--- src/rtl/vga_layer_mixer.sv ---
// Two-stage VGA pixel compositor: fixed-priority layer merge with per-layer modes,
// frame-synchronous blinking, visible-area blanking and sync delay matching.
module vga_layer_mixer #(
  parameter int                 LAYERS       = 4,
  parameter int                 COLOR_W      = 8,
  parameter logic [COLOR_W-1:0] BG_COLOR     = 8'b010_010_01,
  parameter int                 BLINK_FRAMES = 16,
  parameter logic               SYNC_IDLE    = 1'b1
) (
  input  logic                        mclk,
  input  logic                        reset,
  input  logic                        von,
  input  logic                        hsync,
  input  logic                        vsync,
  input  logic                        refresh,
  input  logic [LAYERS*COLOR_W-1:0]   layer_color,
  input  logic [LAYERS-1:0]           layer_valid,
  input  logic [2*LAYERS-1:0]         layer_mode,
  output logic [COLOR_W-1:0]          out_color,
  output logic                        HSYNC,
  output logic                        VSYNC,
  output logic                        out_von,
  output logic                        blink_phase
);

  localparam int               CNT_W    = $clog2(BLINK_FRAMES) + 1;
  localparam logic [CNT_W-1:0] CNT_LAST = CNT_W'(BLINK_FRAMES - 1);

  localparam logic [1:0] MODE_INVERT  = 2'b01;
  localparam logic [1:0] MODE_BLINK   = 2'b10;
  localparam logic [1:0] MODE_DISABLE = 2'b11;

  logic                      s1Von_q;
  logic                      s1Hsync_q;
  logic                      s1Vsync_q;
  logic [LAYERS*COLOR_W-1:0] s1Color_q;
  logic [LAYERS-1:0]         s1Valid_q;
  logic [2*LAYERS-1:0]       s1Mode_q;

  logic [COLOR_W-1:0]        outColor_q;
  logic [COLOR_W-1:0]        outColor_d;
  logic                      outHsync_q;
  logic                      outVsync_q;
  logic                      outVon_q;

  logic [CNT_W-1:0]          blinkCnt_q;
  logic [CNT_W-1:0]          blinkCnt_d;
  logic                      blinkPhase_q;
  logic                      blinkPhase_d;

  logic [LAYERS-1:0]         layerEffective;
  logic [COLOR_W-1:0]        layerPixel [LAYERS];

  always_ff @(posedge mclk or posedge reset) begin
    if (reset) begin
      s1Von_q   <= 1'b0;
      s1Hsync_q <= SYNC_IDLE;
      s1Vsync_q <= SYNC_IDLE;
      s1Color_q <= '0;
      s1Valid_q <= '0;
      s1Mode_q  <= '0;
    end else begin
      s1Von_q   <= von;
      s1Hsync_q <= hsync;
      s1Vsync_q <= vsync;
      s1Color_q <= layer_color;
      s1Valid_q <= layer_valid;
      s1Mode_q  <= layer_mode;
    end
  end

  // Counts refresh pulses per half-period; the counter never exceeds BLINK_FRAMES-1.
  always_comb begin
    blinkCnt_d   = blinkCnt_q;
    blinkPhase_d = blinkPhase_q;
    if (refresh) begin
      if (blinkCnt_q == CNT_LAST) begin
        blinkCnt_d   = '0;
        blinkPhase_d = ~blinkPhase_q;
      end else begin
        blinkCnt_d = blinkCnt_q + CNT_W'(1);
      end
    end
  end

  always_ff @(posedge mclk or posedge reset) begin
    if (reset) begin
      blinkCnt_q   <= '0;
      blinkPhase_q <= 1'b1;
    end else begin
      blinkCnt_q   <= blinkCnt_d;
      blinkPhase_q <= blinkPhase_d;
    end
  end

  always_comb begin
    for (int i = 0; i < LAYERS; i++) begin
      layerEffective[i] = s1Valid_q[i]
                          && (s1Mode_q[2*i +: 2] != MODE_DISABLE)
                          && !((s1Mode_q[2*i +: 2] == MODE_BLINK) && !blinkPhase_q);
      layerPixel[i]     = (s1Mode_q[2*i +: 2] == MODE_INVERT)
                          ? ~s1Color_q[i*COLOR_W +: COLOR_W]
                          :  s1Color_q[i*COLOR_W +: COLOR_W];
    end
  end

  // Walk from lowest to highest priority so the lowest-index effective layer wins.
  always_comb begin
    outColor_d = BG_COLOR;
    for (int i = LAYERS - 1; i >= 0; i--) begin
      if (layerEffective[i]) begin
        outColor_d = layerPixel[i];
      end
    end
    if (!s1Von_q) begin
      outColor_d = '0;
    end
  end

  always_ff @(posedge mclk or posedge reset) begin
    if (reset) begin
      outColor_q <= '0;
      outHsync_q <= SYNC_IDLE;
      outVsync_q <= SYNC_IDLE;
      outVon_q   <= 1'b0;
    end else begin
      outColor_q <= outColor_d;
      outHsync_q <= s1Hsync_q;
      outVsync_q <= s1Vsync_q;
      outVon_q   <= s1Von_q;
    end
  end

  assign out_color   = outColor_q;
  assign HSYNC       = outHsync_q;
  assign VSYNC       = outVsync_q;
  assign out_von     = outVon_q;
  assign blink_phase = blinkPhase_q;

endmodule

--- config.mk ---
export PLATFORM = sky130hd
export DESIGN_NAME = vga_layer_mixer
export DESIGN_NICKNAME = d
export VERILOG_FILES = /design/src/rtl/vga_layer_mixer.sv
export SDC_FILE = /design/constraint.sdc
export NUM_CORES = 1
export LEC_CHECK = 0
export ABC_AREA = 1
export ABC_CLOCK_PERIOD_IN_PS = 2500
export BUFFER_PORTS_ARGS = -buffer_cell sky130_fd_sc_hd__buf_2
export CORE_MARGIN = 3
export CORE_UTILIZATION = 52
export DETAILED_ROUTE_END_ITERATION = 16
export GPL_ROUTABILITY_DRIVEN = 0
export PLACE_DENSITY = 0.83
export SYNTH_ARGS = -nofsm -noshare
export SYNTH_HDL_FRONTEND = slang
export SYNTH_SLANG_ARGS = --single-unit
--- constraint.sdc ---
create_clock -name mclk -period 2.5 [get_ports mclk]
set_input_delay 0.25 -clock mclk [delete_from_list [all_inputs] [get_ports mclk]]
set_output_delay 0.25 -clock mclk [all_outputs]
set_load 0.01 [all_outputs]
Word-level counts from Yosys, hierarchy flattened
Cells that the tools add are included.
{ "totals": {"register_bits": 64, "latch_bits": 0, "ram_bits": 0, "rom_bits": 0, "in_bits": 50, "n_memories": 0} }
{ "classes": {"add_sub_neg": 1, "mul": 0, "div": 0, "order_cmp": 0, "n_eq_ne": 13, "shift": 0, "muxes": 10, "bitwise": 5, "reduce_logical": 18} }
{ "op_table": {"columns": ["op", "n"], "rows": [
  ["2-to-1 mux 8 bit", 9],
  ["NOT 8 bit", 4],
  ["logical AND 1 bit", 12],
  ["equality test 2 x 1 -> 1 bit, second input constant", 4],
  ["equality test 2 bit, second input constant", 4],
  ["inequality test 2 bit, second input constant", 4],
  ["adder 5 x 1 -> 5 bit, second input constant", 1],
  ["equality test 5 x 4 -> 1 bit, second input constant", 1],
  ["zero test 1 bit", 5],
  ["2-to-1 mux 5 bit", 1],
  ["AND reduction 2 bit", 1],
  ["NOT 1 bit", 1]
]} }

Logic depth before layout (Yosys ltp)
{ "logic_depth": {"ltp_word": 9, "mapped_depth": 8} }

Worst setup path before layout
Ideal clock, no wire load.
{ "synth_path": {"path_kind": "register to register", "from": "register blinkPhase_q, in the netlist blink_phase", "to": "register outColor_q[5], in the netlist out_color[5]", "setup_time_ns": 0.122, "t_arrival_ns": 1.157, "required_time_ns": 2.378, "slack_ns": 1.222, "stages_incl_launch_ff": 7, "cell_sequence": "dfstp_2 nand2_2 a21boi_4 buf_6 nand2_1 nand2_1 a21oi_2"} }
{ "synth_between": {"elab_chain_len": 9} }
{ "synth_rtl": {"columns": ["element", "line_no", "rtl"], "rows": [
  ["start, declared", "48", "logic blinkPhase_q;"],
  ["start signal, assigned", "92", "blinkPhase_q <= blinkPhase_d;"],
  ["zero test 1 bit *", "100", "&& !((s1Mode_q[2*i +: 2] == MODE_BLINK) && !blinkPhase_q);"],
  ["logical AND 1 bit", "100", null],
  ["zero test 1 bit", "100", null],
  ["logical AND 1 bit", "100", null],
  ["2-to-1 mux 8 bit (3 in a row)", "111", "if (layerEffective[i]) begin"],
  ["2-to-1 mux 8 bit *", "111", null],
  ["2-to-1 mux 8 bit *", "115", "if (!s1Von_q) begin"],
  ["named net outColor_d[5]", "41", "logic [COLOR_W-1:0] outColor_d;"],
  ["end signal, assigned", "127", "outColor_q <= outColor_d;"],
  ["end, declared", "40", "logic [COLOR_W-1:0] outColor_q;"]
]} }
The timed path passes the listed nets; every way through them passes the cells marked *.
A chain may end at the register's enable or synchronous reset.

Worst setup path after layout
{ "layout_path": {"from": "register blinkPhase_q, in the netlist blink_phase", "to": "register outColor_q[0], in the netlist out_color[0]"} }
Same word-level chain as after synthesis.

==> flow_summary.json <==
{
  "run_status": "complete, no violations",
  "power.share.sequential": 0.484,
  "n_antenna_cell": 0,
  "cellPowerDensity_nw_per_um2": 708.3,
  "met2WireLength_um": 2915,
  "grt_pass1_vias": 1955,
  "drv.max_cap_violation_count": 0,
  "die-area_um2": 5835,
  "nNetsFinal": 405,
  "place_hpwl_um": 3531,
  "netSwitchingPower_mw": 0.6764,
  "final.hold.worst_slack_ns": 0.01733,
  "clock_tree_from_tritoncts": "done",
  "min-delay-start": "layer_color[0]",
  "mostFrequentLayoutCells": "64 x sky130_fd_sc_hd__nand2_1, 61 x sky130_fd_sc_hd__buf_2, 59 x sky130_fd_sc_hd__dfrtp_1, 39 x sky130_fd_sc_hd__dlygate4sd3_1, 24 x sky130_fd_sc_hd__inv_1",
  "die_height_um": 76.39,
  "clock_pin_slew_worst_setup_and_hold_paths_ns": 0.06,
  "grt_antenna_before_repair": 0,
  "num_ports": 62,
  "synth_top_area_frac": 0.5731,
  "combPwrFrac": 0.178,
  "post_drt_antenna_nets": 0,
  "core_area_um2": 4564,
  "post_route_cells_drive_above_1_share": 0.2933,
  "drc": 0,
  "ff_latch_area_um2": 1608,
  "place.detailed.instances": 369,
  "drt_iter0_markers": 118,
  "data_required_time_of_the_critical_path_ns": 2.77,
  "share_clk_of_total_power": 0.338,
  "critical_path.startpoint": "blink_phase",
  "critical_path_s_top_delay_family": "compound AO/OA/AOI/OAI gates",
  "final_cell_area_excluding_filler_cells_um2": 3525,
  "syn-num-nets": 296,
  "max_freq_mhz": 705.9,
  "die_x_um": 76.39,
  "drt-wirelength-per-cell_um": 13.23,
  "detail_route.vias_per_cell": 4.624,
  "grt_max_degree": 25,
  "crit_path_max_fo": 16,
  "worst_ir_drop_vdd_v": 0.0005365,
  "critPathKind": "register to register",
  "synth.lib_cells_used.distinct": 25,
  "netSwitchingFraction": 0.2709,
  "row_count": 24,
  "timing.critical_path.arrival_ns": 1.68,
  "wl_met3_um": 344,
  "compound_gate_portion_of_the_synthesized_area": 0.06897,
  "post_synth_xor_area_fraction": 0.06799,
  "synth_top_family_by_area": "simple AND/OR/NAND/NOR gates",
  "met1Wirelength_um": 2261,
  "areaGrowthSynthToFinish_pct": 36.81,
  "slew-limit-headroom": 0.7197,
  "startpoint_of_the_most_critical_register_to_register_path": "blink_phase",
  "finalWorstPathRequiredPeriod_ns": 1.417,
  "p_total_mw": 2.497,
  "post_synth_main_area_contributors": "sky130_fd_sc_hd__dfrtp_1 57%, sky130_fd_sc_hd__nand2_1 9.3%, sky130_fd_sc_hd__dfstp_2 5.1%",
  "gr-usage-all-layers": 0.1999,
  "worst_pin_slew_ns": 0.4169,
  "grt_setup_unrepaired": "no",
  "synth_top_area_cell": "sky130_fd_sc_hd__dfrtp_1",
  "clock_tree.htree_level_count": 3,
  "setup.worst_path.end_class": "register",
  "effective_utilization_at_floorplan": 0.5644,
  "min-delay-path-class": "input pin to register",
  "clock_path_buffers": 2,
  "top_layer": "met4",
  "postCtsSetupBuffers": 0,
  "grt_overflow": 0,
  "finalNonFillerCells": 423,
  "drt-total-wl_um": 5597,
  "simple_gate_share_of_the_synthesized_area": 0.1812,
  "critical_path.cell_chain": "nand2_2 -> a21boi_4 -> a21oi_1 -> a21oi_2",
  "critPathLaunchType": "register",
  "postSynthRegisterBits": 64,
  "clock-sinks": 64,
  "commonest_non_fill_non_tap_cell_in_the_layout": "sky130_fd_sc_hd__nand2_1",
  "synth_sequential_area_ratio": 0.6241,
  "cellLeakagePower_nw": 1.784,
  "yosys_warnings": 0,
  "synth_cells": 245,
  "synth-adder-area-share": 0.004857,
  "worst_path_max_delay_cell": "sky130_fd_sc_hd__dfstp_2",
  "grt_pass1_wl_um": 8825,
  "timing_hold_violations_final": 0,
  "multi_input_area_um2": 832.0,
  "vias": 1956,
  "synth.cell_area_um2": 2576,
  "cts_made_buffers": 9,
  "fin_crit_sh": 0.5666,
  "muxShareOfSynthArea": 0,
  "cp.buffers_inverters": 0,
  "setup_violations": 0,
  "number_of_inserted_filler_cells_in_the_final_layout": 296,
  "placedInstanceArea_um2": 2947,
  "worstSkewPairLatency_ns": 0.34,
  "timing.critical_path.slowest_cell_delay_ns": 0.61,
  "avgSynthCellArea_um2": 10.52,
  "cts-root-buf": "sky130_fd_sc_hd__clkbuf_8",
  "timing_max_transition_violations_final": 0,
  "finClkSkew_ns": 0.005080,
  "port_buffers": 61,
  "first_pass_iters": 5,
  "fin_tns_setup_ns": 0,
  "power.internal_mw": 1.820
}
## flip-flops by register name, indices dropped and copies added (netlist names)
register	count
s1Von_q	1
blinkCnt_q	5
HSYNC	1
s1Color_q	32
out_von	1
s1Valid_q	4
blink_phase	1
out_color	8
s1Vsync_q	1
s1Hsync_q	1
s1Mode_q	8
VSYNC	1
## layout make-up
| cell class | count | share of cell area |
|---|---|---|
| repair buffers | 102 | 0.2016 |
| clock buffers | 12 | 0.04118 |
| flip-flops and latches | 64 | 0.4562 |
| inverters | 28 | 0.02982 |
| well taps | 65 | 0.02307 |
| multi-input cells | 149 | 0.2361 |
| clock inverters | 3 | 0.01207 |
## power by group through the flow
stage	combinational, mW	clock (mW)	sequential (mW)
floorplan	0.263	0	1.22
global placement	0.382	0	1.22
detailed placement	0.391	0	1.23
CTS	0.425	0.860	1.21
global route	0.498	0.911	1.22
finish	0.444	0.844	1.21
## synthesized netlist by cell type (all sizes together)
library cell and number:
or2 2, nand2 71, nor2 10, nor3 1, nand3 21, o21ai 2, dfstp 5, nor4 1
a21boi 2, a21oi 16, buf 4, inv 28, dfrtp 59, o31a 1, ha 1, xnor2 7
xor2 13, nor3b 1
## worst paths after layout
path | to | slack (ns) | depth (start not counted)
setup / recovery | out_color[0] | 1.08 | 4
hold / removal | s1Color_q[0] | 0.02 | 1
setup reg to reg | out_color[0] | 1.08 | 4
hold reg to reg | VSYNC | 0.36 | 0
max in group asynchronous | HSYNC | 1.37 | 4
min in group asynchronous | s1Color_q[8] | 0.46 | 3
## what timing repair did
action	in CTS	in global routing
hold buffers	26	13
endpoints found under the hold margin	41	13
gates resized for setup	0	0
## layer usage
| metal | GRT usage | up-vias |
|---|---|---|
| li1 | - | 978 |
| met1 | 0.2340 | 899 |
| met2 | 0.3190 | 71 |
| met3 | 0.09338 | 8 |
| met4 | 0.07971 | 0 |
| met5 | 0 | - |
## per-stage QoR
| stage | util | setup WS [ns] |
|---|---|---|
| after floorplan | - | 0.6602 |
| after global placement | 0.6456 | 1.123 |
| after detailed placement | 0.6456 | 1.108 |
| after CTS | 0.7437 | 1.092 |
| after global routing | 0.7722 | 0.9614 |
| final | 0.7722 | 1.083 |
## cells by family (layout without fill, tap and decap cells)
kind of cell,Yosys count,count (layout)
compound gates,21,21
xor+xnor,20,20
fa+ha+maj,1,1
buf+inv,32,145
flops,64,64
simple gates,107,107
Note: power is estimated with default switching activity, not from simulation.
